### src/rtl/crc8_transmitter.sv
// Serial CRC-8 generator: accepts a payload over valid/ready, shifts it MSB first
// through an LFSR and presents {payload, crc} until the downstream takes it.
module crc8_transmitter #(
  parameter int                 BW     = 40,
  parameter int                 CRC_BW = 8,
  parameter logic [CRC_BW-1:0]  POLY   = 8'h07
) (
  input  logic                 clk,
  input  logic                 rstn,
  input  logic [BW-1:0]        in_data,
  input  logic                 in_valid,
  output logic                 in_ready,
  output logic [BW+CRC_BW-1:0] out,
  output logic                 out_valid,
  input  logic                 out_ready,
  output logic                 busy
);

  localparam int CW = (BW > 1) ? $clog2(BW) : 1;

  typedef enum logic [1:0] {IDLE, CALC, DONE} state_t;

  state_t              state;
  state_t              state_next;
  logic [BW-1:0]       data_q;
  logic [BW-1:0]       sh;
  logic [CRC_BW-1:0]   crc;
  logic [CRC_BW-1:0]   crc_next;
  logic [CW-1:0]       cnt;
  logic                fb;
  logic                last_bit;

  assign in_ready = (state == IDLE);
  assign busy     = (state != IDLE);
  assign last_bit = (cnt == CW'(BW - 1));

  // One LFSR step: feedback is the CRC MSB xor the next payload bit.
  assign fb       = crc[CRC_BW-1] ^ sh[BW-1];
  assign crc_next = {crc[CRC_BW-2:0], 1'b0} ^ (fb ? POLY : '0);

  always_ff @(posedge clk or negedge rstn) begin
    if (!rstn) state <= IDLE;
    else       state <= state_next;
  end

  always_comb begin
    state_next = state;
    case (state)
      IDLE:    if (in_valid)  state_next = CALC;
      CALC:    if (last_bit)  state_next = DONE;
      DONE:    if (out_ready) state_next = IDLE;
      default:                state_next = IDLE;
    endcase
  end

  always_ff @(posedge clk or negedge rstn) begin
    if (!rstn) begin
      data_q    <= '0;
      sh        <= '0;
      crc       <= '0;
      cnt       <= '0;
      out       <= '0;
      out_valid <= 1'b0;
    end else begin
      case (state)
        IDLE: begin
          if (in_valid) begin
            data_q <= in_data;
            sh     <= in_data;
            crc    <= '0;
            cnt    <= '0;
          end
        end
        CALC: begin
          crc <= crc_next;
          sh  <= {sh[BW-2:0], 1'b0};
          cnt <= cnt + 1'b1;
          // The final bit's CRC goes straight into the codeword, saving a cycle.
          if (last_bit) begin
            out       <= {data_q, crc_next};
            out_valid <= 1'b1;
          end
        end
        DONE: begin
          if (out_ready) out_valid <= 1'b0;
        end
        default: out_valid <= 1'b0;
      endcase
    end
  end

endmodule

### config.mk
export PLATFORM = sky130hd
export DESIGN_NAME = crc8_transmitter
export DESIGN_NICKNAME = d
export VERILOG_FILES = /design/src/rtl/crc8_transmitter.sv
export SDC_FILE = /design/constraint.sdc
export NUM_CORES = 1
export LEC_CHECK = 0
export ABC_AREA = 1
export CORE_MARGIN = 2
export CORE_UTILIZATION = 57
export DETAILED_ROUTE_END_ITERATION = 8
export PLACE_DENSITY = 0.85
export SETUP_SLACK_MARGIN = 0.1
export SYNTH_ARGS = -nofsm -noshare
export SYNTH_HDL_FRONTEND = slang
export SYNTH_SLANG_ARGS = --single-unit
export TNS_END_PERCENT = 100
### constraint.sdc
create_clock -name clk -period 2.75 [get_ports clk]
set_input_delay 0.4125 -clock clk [delete_from_list [all_inputs] [get_ports clk]]
set_output_delay 0.4125 -clock clk [all_outputs]
set_load 0.02 [all_outputs]
== Word-level counts from Yosys, hierarchy flattened ==
Cells that the tools add are included.

* Add/subtract/negate cells: 1
* Equal/unequal tests: 6
* Multiplexer cells: 14
* Bitwise operators: 3
* Reduce and logical (&&, ||, !) cells: 8

{| class="wikitable"
|+ Operators by type and width
! cell !! count
|-
| one-hot mux 40 bit (2 select lines) || 1
|-
| two-way mux 40 bit || 1
|-
| one-hot mux 8 bit (2 select lines) || 1
|-
| one-hot mux 6 bit (2 select lines) || 1
|-
| two-way mux 8 bit || 1
|-
| bitwise XOR 8 x 3 -> 8 bit || 1
|-
| adder 6 x 1 -> 6 bit (second input constant) || 1
|-
| equality test 6 bit (second input constant) || 1
|-
| two-way mux 2 bit || 3
|-
| two-way mux 6 bit || 1
|-
| inequality test 2 bit (second input constant) || 3
|-
| one-hot mux 2 bit (3 select lines) || 1
|-
| AND reduction 2 bit || 3
|-
| AND reduction 3 bit || 2
|-
| nonzero test 2 bit || 2
|-
| two-way mux 3 bit || 1
|-
| one-hot mux 1 bit (3 select lines) || 1
|-
| equality test 2 x 1 -> 1 bit (second input constant) || 1
|-
| equality test 2 bit (second input constant) || 1
|-
| logical NOT 2 bit || 1
|-
| two-way mux 1 bit || 2
|-
| inverter 1 bit || 1
|-
| bitwise XOR 1 bit || 1
|}

* Register bits after elaboration: 145
* Input bits: 44
* Output and inout bits: 51
* Logic and storage cells: 39

== Longest topological paths before layout ==
Gate-level depths: netlist of the first run.

* Depth after elaboration: 4
* Mapped depth: 8
* Depth with buffers taken out: 7

== Least setup slack after synthesis of the first run ==
No wires, ideal clock.

* Path kind: reg2reg
* Start: register cnt[0]
* End: register state[1]
* Library setup time: 0.127 ns
* Arrival: 1.382 ns
* Data required time: 2.623 ns
* Setup slack: 1.240 ns
* Stages on the path, launching flop included: 8
* Path buffers: 1
* Period minus slack after synthesis: 1.510 ns
* Path through: dfrtp_1 ha_1 nand2_1 nor2_1 nand3_2 buf_2 inv_1 or2_2

* Word-level cells in the longest chain between the ends: 3

{| class="wikitable"
|+ RTL lines
! element !! RTL line !! text
|-
| start: declaration || 29 || <nowiki>logic [CW-1:0] cnt;</nowiki>
|-
| start signal: assignment || 77 || <nowiki>cnt <= cnt + 1'b1;</nowiki>
|-
| equality test 6 bit || 35 || <nowiki>assign last_bit = (cnt == CW'(BW - 1));</nowiki>
|-
| inequality test 2 bit (no line) || n/a ||
|-
| AND reduction 3 bit (no line) || n/a ||
|-
| end signal: assignment || 43 || <nowiki>else state <= state_next;</nowiki>
|-
| end: declaration || 23 || <nowiki>state_t state;</nowiki>
|}

Every way passes these cells.
A chain may end at the register's enable or synchronous reset.

== Final worst setup path of the first run ==
* Start: register state[0]
* End: output in_ready

* Word-level cells in the longest chain between the ends: 1

{| class="wikitable"
|+ RTL lines
! element !! RTL line !! text
|-
| logical NOT 2 bit || 33 || <nowiki>assign in_ready = (state == IDLE);</nowiki>
|-
| end: declaration || 12 || <nowiki>output logic in_ready,</nowiki>
|}

Every way passes these cells.

==> metrics.txt, run 1 <==
status=finished, final reports clean; commonest non-fill, non-tap cell in the layout=nand2_1; Post-CTS Setup Bufs=0; CTS Hold Bufs=1; Detail Route Antenna Nets=0; die width=between 100 and 150 µm; final setup vio count=0; WHS=0.4657 ns; Hold WC Path Type=input port to async pin; Seq cells post-synth=145; Fmax achieved=0.4393 GHz; TritonCTS clock tree=built; Synth async-reset ratio=100.0%; Crit Path Class=flop to output pin; leading cell types in the layout, fill and taps excluded=nand2_1 (197), dfrtp_1 (145), clkdlybuf4s50_1 (93), inv_1 (57), o21ai_1 (45); Seq/Total Area, Yosys=approximately two thirds; crit path time final=2.276 ns; # DRC=0; P_leak=3.511 nW; Core ar.=~9600 µm²; total grt overflow=0; Synth Flop Type=dfrtp_1; final core occ=75.48%; CP required=2.34 ns; RSZ-0062 raised after global routing=no; Tcrit/Tclk final=82.77%; Clk pin slew, worst setup/hold paths=0.06 ns; vias in the first global route=between 4000 and 5000; clock buffer depth=2; drt pass-1 iters=5; crit-path max FO=5; CP endpoint kind=output pin; Pwr Density=1227 nW/µm²; average vias per placed instance=about 5.4; WP data arrival=1.86 ns; ANT cells=0; CTS Sinks=approximately 150; GRT Total Usage=between 20% and 30%; Clk Latency, worst-skew pair=0.52 ns; met3 Use GR=5.763%; Placer Congestion=about 0.76; HPWL Detailed=about 7.8 mm; 1st-iter DRT viols=between 200 and 250; total CTS buffers=17; initial antenna violation count=0; vias=between 4000 and 5000; Tot Pwr=8.928 mW; fillcell total=about 660; Max Cap Viol=0; die area=10560 µm²; worst slack, placed=0.7092 ns; Area Overhead vs Synth=30.82%; Post-Syn Nets=633; number of distinct library cells after synthesis=27; Max VDD drop=0.5209 mV; count of final max-slew check failures=0; Root Buffer=clkbuf_8; Final WS setup=0.4739 ns; Ys Warns=0; Post-synth EDFFs=0; clk_skew=0.01006 ns; ratio of cells with drive above 1 in the final layout=under 10%; nets=approximately 730; Startpoint Class=flop; I/O Pins=95; grt met2 use=42.38%; starting density of the core=~58%; measured slew at the worst slew-check pin=0.6182 ns; CTS H-tree depth=4; GR peak layer=met2; max_slew headroom=between 50% and 60%; wire length per cell=15.35 µm; PortBufs=94; final WL=roughly 13 mm; pin count of the biggest net entering global routing=69; die height=between 100 and 150 µm; Post-Syn Area=5562 µm²; Final Hold Viols=0; Avg Inst Size Synth=9.458 µm²; Post-CTS Resized=0; Reg2Reg Setup Slack=just under 0.7 ns; Gate Count Post-Synth=about 600; global-route met1 utilization=33.29%; Sum Neg Setup Slack=0 ns; first-pass GRT wire length=20.78 mm; Rows=36
==> critical path: stages (launching register included) <==
cell             delay (ns)
dfrtp_1                0.48
nor2_2                 0.23
clkdlybuf4s50_1        0.64
==> cell type report <==
class	instances	area, µm²	area share, %
clock buffer	23	476.7	6.552
multi-input combinational	357	1598	21.96
sequential	145	3628	49.87
tap	133	166.4	2.287
inverter	59	221.5	3.044
clock inverter	9	152.6	2.098
timing repair buffer	104	1032	14.19
==> sequential cells by signal (all words and copies together) (netlist names) <==
name and count:
out 48, crc 8, sh 40, data_q 40
state 2, cnt 6, out_valid 1
==> cell usage after synthesis, drive strengths merged, types with 2 or more instances <==
library cell  number  area share, %
buf               14            1.5
clkbuf            13           0.88
dfrtp            145             65
inv               59            4.0
nand2            198             13
nand3             43            4.0
nand4              2           0.22
nor2               8           0.72
nor3               2           0.18
o21ai             89            8.0
o22ai              7           0.79
==> power breakdown <==
group	internal [mW]	leakage, nW	switching [mW]
clock network	1.57	0.300	0.849
logic	1.23	1.35	1.68
registers	3.09	1.86	0.517
total	5.89	3.51	3.04
==> metrics by stage <==
stage / std cells / instance area (µm²)
2_1_floorplan: 588 / 5562
4_1_cts: 830 / 7276
3_3_place_gp: 797 / 6636
3_5_place_dp: 797 / 6636
6_report: 830 / 7276
5_1_grt: 830 / 7276
==> cell families after synthesis <==
kind of cell | Yosys count | share of synthesized area, %
and+or+nand+nor | 255 | 18.74
DFF | 145 | 65.24
AOI/OAI and AO/OA | 101 | 9.426
buffers and inverters | 86 | 6.367
adders and majority gates | 1 | 0.2249
==> per-layer routing <==
layer / wire length [µm] / part of all wire (%)
met2: 6468 / 51
met5: 0 / 0
met4: 338 / 2.7
met1: 5325 / 42
met3: 610 / 4.8
==> final timing paths <==
kind | depth (start not counted) | start | to
worst max register to register | 7 | cnt[0] | out[12]
worst min register to register | 2 | out[15] | out[15]
worst min-delay path | 2 | rstn | out[10]
min in group clk | 3 | in_data[22] | sh[22]
worst max-delay path | 2 | state[0] | in_ready
max in group asynchronous | 3 | rstn | cnt[0]
Power figures use the tool's default switching activity.
==> run 2, diff against run 1 <==
--- a/config.mk
+++ b/config.mk
@@ -7,9 +7,9 @@
 export LEC_CHECK = 0
 export ABC_AREA = 1
 export CORE_MARGIN = 2
-export CORE_UTILIZATION = 57
+export CORE_UTILIZATION = 52
 export DETAILED_ROUTE_END_ITERATION = 8
-export PLACE_DENSITY = 0.85
+export PLACE_DENSITY = 0.79
 export SETUP_SLACK_MARGIN = 0.1
 export SYNTH_ARGS = -nofsm -noshare
 export SYNTH_HDL_FRONTEND = slang
==> constraint.sdc (replaced) <==
create_clock -name clk -period 2.33 [get_ports clk]
set_input_delay 0.3495 -clock clk [delete_from_list [all_inputs] [get_ports clk]]
set_output_delay 0.3495 -clock clk [all_outputs]
set_load 0.02 [all_outputs]
==> run 2 against run 1 <==
  * Sequential power rose by 18%
  * Combinational power grew 16%
  * Clock skew grew 0.0022 ns
  * Worst hold slack worse by 0.086 ns
  * Core utilization fell by 5.4 points
  * Final cell count is 0.48% higher
  * Critical path type unchanged
  * Non-clock buffer count increased by 1
  * Highest routed layer unchanged
  * First-iteration DRC count rose by 47%
  * Die area up 9.2%
  * Via count decreased by 2.7%
  * Worst setup slack got worse by 0.26 ns
  * Count of clock-buffer cells in the layout down 4
==> metrics.txt, run 2 (same netlist as run 1, synthesis figures left out) <==
CTS H-tree depth=4; wire length per cell=14.48 µm; CP endpoint kind=output pin; P_leak=~3.5 nW; drt pass-1 iters=5; crit path time final=2.120 ns; Sum Neg Setup Slack=0 ns; average vias per placed instance=5.188; final setup vio count=0; die width=107.4 µm; Comb power frac=~33%; Detail Route Antenna Nets=0; count of final max-slew check failures=0; first-pass GRT wire length=20.41 mm; Reg2Reg Setup Slack=0.41 ns; Startpoint Class=flop; # DRC=0; Crit Path Class=flop to output pin; max reg flops=48; final core occ=70.04%; Area Overhead vs Synth=30.60%; Rows=37; WP data arrival=1.77 ns; Seq pwr share=41.1%; Placer Congestion=0.7774; measured slew at the worst slew-check pin=around 0.6 ns; vias=4327; Core ar.=10370 µm²; nets=between 700 and 800; crit-path max FO=5; clock share of power=26.0%; die height=between 100 and 150 µm; Clk Latency, worst-skew pair=0.52 ns; final WL=between 10 and 15 mm; total grt overflow=0; Root Buffer=clkbuf_8; HPWL Detailed=7.832 mm; GRT Total Usage=between 20% and 30%; Post-CTS Setup Bufs=0; Pwr Density=1418 nW/µm²; initial antenna violation count=0; commonest non-fill, non-tap cell in the layout=nand2_1; sw power=approximately 3.6 mW; registers with the most flip-flops=out x48, data_q x40, sh x40; Clk pin slew, worst setup/hold paths=about 0.070 ns; TritonCTS clock tree=built; Fmax achieved=0.4717 GHz; vias in the first global route=4278; ratio of cells with drive above 1 in the final layout=7.307%; RSZ-0062 raised after global routing=no; max_slew headroom=58.86%; Tcrit/Tclk final=90.98%; internal power=6.703 mW; Max VDD drop=0.7711 mV; starting density of the core=53.63%; Final Hold Viols=0; Tot Pwr=10.30 mW; PortBufs=94; Max Cap Viol=0; pin count of the biggest net entering global routing=68; die area=between 10000 and 15000 µm²; Hold WC Path Type=input port to async pin; leading cell types in the layout, fill and taps excluded=nand2_1 (197), dfrtp_1 (145), clkdlybuf4s50_1 (92), inv_1 (57), o21ai_1 (45); Most flops, register=out; clock buffer depth=2; I/O Pins=95; ANT cells=0; Switching Share=34.93%; status=finished, final reports clean; CP required=a little under 2 ns; 1st-iter DRT viols=342; CTS Sinks=145; clk_skew=0.01225 ns; total CTS buffers=17
-- run 2: cell count changes in the layout (fill, tap and decap cells not counted), sizes merged --
cell	delta
clkdlybuf4s50	-1
bufinv	-2
dlygate4sd2	+1
buf	+1
inv	+5
clkinv	+3
clkinvlp	-2
clkbuf	-4
-- run 2: final cells by class --
class | count | area (µm²)
Multi-Input combinational cell | 357 | 1603
Clock inverter | 13 | 147.6
Tap cell | 136 | 170.2
Inverter | 59 | 221.5
Fill cell | 811 | 3107
Timing Repair Buffer | 105 | 1051
Clock buffer | 19 | 441.7
Sequential cell | 145 | 3628
-- run 2: worst paths after layout --
kind,start,end,depth (start not counted)
min,rstn,out[9],2
max reg2reg,cnt[0],out[21],7
min reg2reg,crc[2],crc[2],2
max in group asynchronous,rstn,sh[22],3
max,state[0],busy,3
min in group clk,in_data[12],sh[12],3
-- run 2: worst max-delay path: stages, from the launching register on --
cell and delay (ns):
dfrtp_1 0.47, nor2_4 0.19, inv_1 0.06, clkdlybuf4s50_1 0.53
-- run 2: per-layer routing --
layer / GRT usage (%) / routed length (µm) / vias to the layer above
li1: - / - / 2081
met1: 30.47 / 5246 / 2105
met2: 37.48 / 6135 / 116
met3: 5.508 / 504 / 25
met4: 6.868 / 192 / 0
met5: 0 / 0 / -
-- run 2: per-stage QoR --
stage | hold WS, ns | instances | instance area [µm²] | worst slack [ns]
after CTS | 0.3876 | 834 | 7258 | 0.1267
final | 0.3793 | 834 | 7263 | 0.2101
after global placement | 0.3773 | 801 | 6660 | 0.5163
after global routing | 0.4046 | 834 | 7263 | 0.1329
after detailed placement | 0.3855 | 801 | 6660 | 0.4561
after floorplan | 0.05391 | 588 | 5562 | 0.8203
-- run 2: power by group through the flow --
stage	logic, mW	registers [mW]	clock network [mW]
final	3.39	4.24	2.68
after global routing	3.78	4.36	2.83
after CTS	3.43	4.24	2.71
after detailed placement	3.39	4.25	0
after global placement	3.25	4.20	0
after floorplan	1.56	4.59	0
-- run 2: what timing repair did --
action	in CTS	in global routing
endpoints found under the setup margin	1	1
cloned	0	0
resized for setup	1	1
hold buffers	1	0
endpoints found under the hold margin	64	0
==> run 3, diff against run 2 <==
--- a/config.mk
+++ b/config.mk
@@ -6,8 +6,11 @@
 export NUM_CORES = 1
 export LEC_CHECK = 0
 export ABC_AREA = 1
+export CELL_PAD_IN_SITES_DETAIL_PLACEMENT = 0
+export CELL_PAD_IN_SITES_GLOBAL_PLACEMENT = 1
+export CORE_ASPECT_RATIO = 0.6
 export CORE_MARGIN = 2
-export CORE_UTILIZATION = 52
+export CORE_UTILIZATION = 40
 export DETAILED_ROUTE_END_ITERATION = 8
 export PLACE_DENSITY = 0.79
 export SETUP_SLACK_MARGIN = 0.1
==> run 3 against run 2 <==
  * Wire length is 0.20% higher
  * Largest cell class unchanged
  * Worst hold slack improved by 0.10 ns
  * Total power is 0.20% higher
  * Sequential power down 1%
  * Global-route usage fell by 5.2 points
  * Clock power up 2%
  * Register-to-register slack gained 0.13 ns
  * Non-clock buffer count increased by 1
==> metrics.txt, run 3 (same netlist as run 1, synthesis figures left out) <==
status=finished, final reports clean; commonest non-fill, non-tap cell in the layout=nand2_1; I/O Pins=95; Sum Neg Setup Slack=0 ns; Detail Route Antenna Nets=0; Final WS setup=0.2667 ns; total grt overflow=0; PortBufs=94; WP data arrival=1.71 ns; Post-CTS Setup Bufs=0; Post-CTS Resized=0; die area=14890 µm²; CP required=1.98 ns; Max Cap Viol=0; Most flops, register=out; Pwr Density=1405 nW/µm²; die height=about 95 µm; CTS H-tree depth=4; Clk pin slew, worst setup/hold paths=0.06 ns; Crit Path Class=flop to output pin; vias=about 4100; die width=~160 µm; Max VDD drop=0.5705 mV; Cell Chain, Critical Path=nor2_2 -> clkdlybuf4s50_1; Rows=33; Tcrit/Tclk final=88.55%; Clk Latency, worst-skew pair=roughly 0.4 ns; Tot Pwr=between 10 and 15 mW; first-pass GRT wire length=20.22 mm; final WL=12.10 mm; Root Buffer=clkbuf_16; crit path max-delay cell type=clkdlybuf4s50_1; drt pass-1 iters=5; dpl cell area=6741 µm²; P_leak=3.516 nW; CP endpoint kind=output pin; pin count of the biggest net entering global routing=61; measured slew at the worst slew-check pin=0.5819 ns; # DRC=0; HPWL Detailed=7.936 mm; total CTS buffers=17; Core ar.=13630 µm²; nets=between 700 and 800; Hold WC Path Type=input port to async pin; registers with the most flip-flops=out x48, data_q x40, sh x40; leading cell types in the layout, fill and taps excluded=nand2_1 (197), dfrtp_1 (145), clkdlybuf4s50_1 (93), inv_1 (57), o21ai_1 (45); RSZ-0062 raised after global routing=no; ratio of cells with drive above 1 in the final layout=7.153%; CP peak stage delay=0.63 ns; CTS Sinks=145; max reg flops=48; wire length per cell=13.85 µm; Area Overhead vs Synth=32.10%; crit path time final=roughly 2.1 ns; Fmax achieved=between 0.4 and 0.5 GHz; clock buffer depth=2; initial antenna violation count=0; TritonCTS clock tree=built; Startpoint Class=flop; crit-path max FO=5; Final Hold Viols=0; vias in the first global route=3953; 1st-iter DRT viols=297; starting density of the core=about 41%; GRT Total Usage=17.61%; Placer Congestion=0.7549; final setup vio count=0; count of final max-slew check failures=0; ANT cells=0; average vias per placed instance=4.735; clk_skew=0.008951 ns; max_slew headroom=61.21%; worst slack, placed=0.5107 ns; final core occ=between 50% and 60%; fin area=7347 µm²
-- run 3: metal layers --
metal | up-vias | part of all wire, % | wire (µm) | GRT usage [%]
met1 | 1950 | 52 | 6340 | 26.82
met2 | 111 | 41 | 4991 | 24.45
met5 | - | 0 | 0 | 0
met3 | 6 | 5.6 | 682 | 4.318
met4 | 0 | 0.74 | 89 | 6.116
li1 | 2071 | - | - | -
-- run 3: cell type report --
cell class / count / area [µm²]
clock buffer: 19 / 432.9
inverter: 59 / 221.5
timing repair buffer: 106 / 1085
fill: 1240 / 6279
sequential: 145 / 3628
clock inverter: 13 / 162.7
multi-input combinational: 357 / 1598
tap: 175 / 219.0
-- run 3: report_power, final --
part           internal [mW]  switching, mW  leakage [nW]
sequential              3.64          0.550          1.86
combinational           1.48           1.92          1.37
clock                   1.69           1.05         0.283
total                   6.80           3.52          3.52
-- run 3: what timing repair did --
action                                 4_1_cts  5_1_grt
endpoints found under the hold margin       57        0
hold buffers                                 1        0
setup endpoints to repair                    0        0
-- run 3: worst max-delay path, delay by kind of cell (launching register included) --
family | cells | cell delay (ns)
DFF | 1 | 0.46
buffers and inverters | 1 | 0.63
and+or+nand+nor | 1 | 0.21
-- run 3: worst paths after layout --
| check | endpoint | start | slack, ns | cells past startpoint |
|---|---|---|---|---|
| worst min register to register | crc[2] | crc[2] | 0.48 | 2 |
| max in group asynchronous | out[30] | rstn | 1.16 | 3 |
| worst max-delay path | in_ready | state[0] | 0.27 | 2 |
| worst max register to register | out[20] | cnt[0] | 0.54 | 7 |
| worst min-delay path | sh[8] | rstn | 0.48 | 2 |
| min in group clk | crc[2] | crc[2] | 0.48 | 2 |
-- run 3: per-stage QoR --
stage	hold slack, ns	std cells
6_report	0.4796	874
5_1_grt	0.5116	874
4_1_cts	0.4887	874
3_5_place_dp	0.3710	841
3_3_place_gp	0.3620	841
2_1_floorplan	0.05391	588
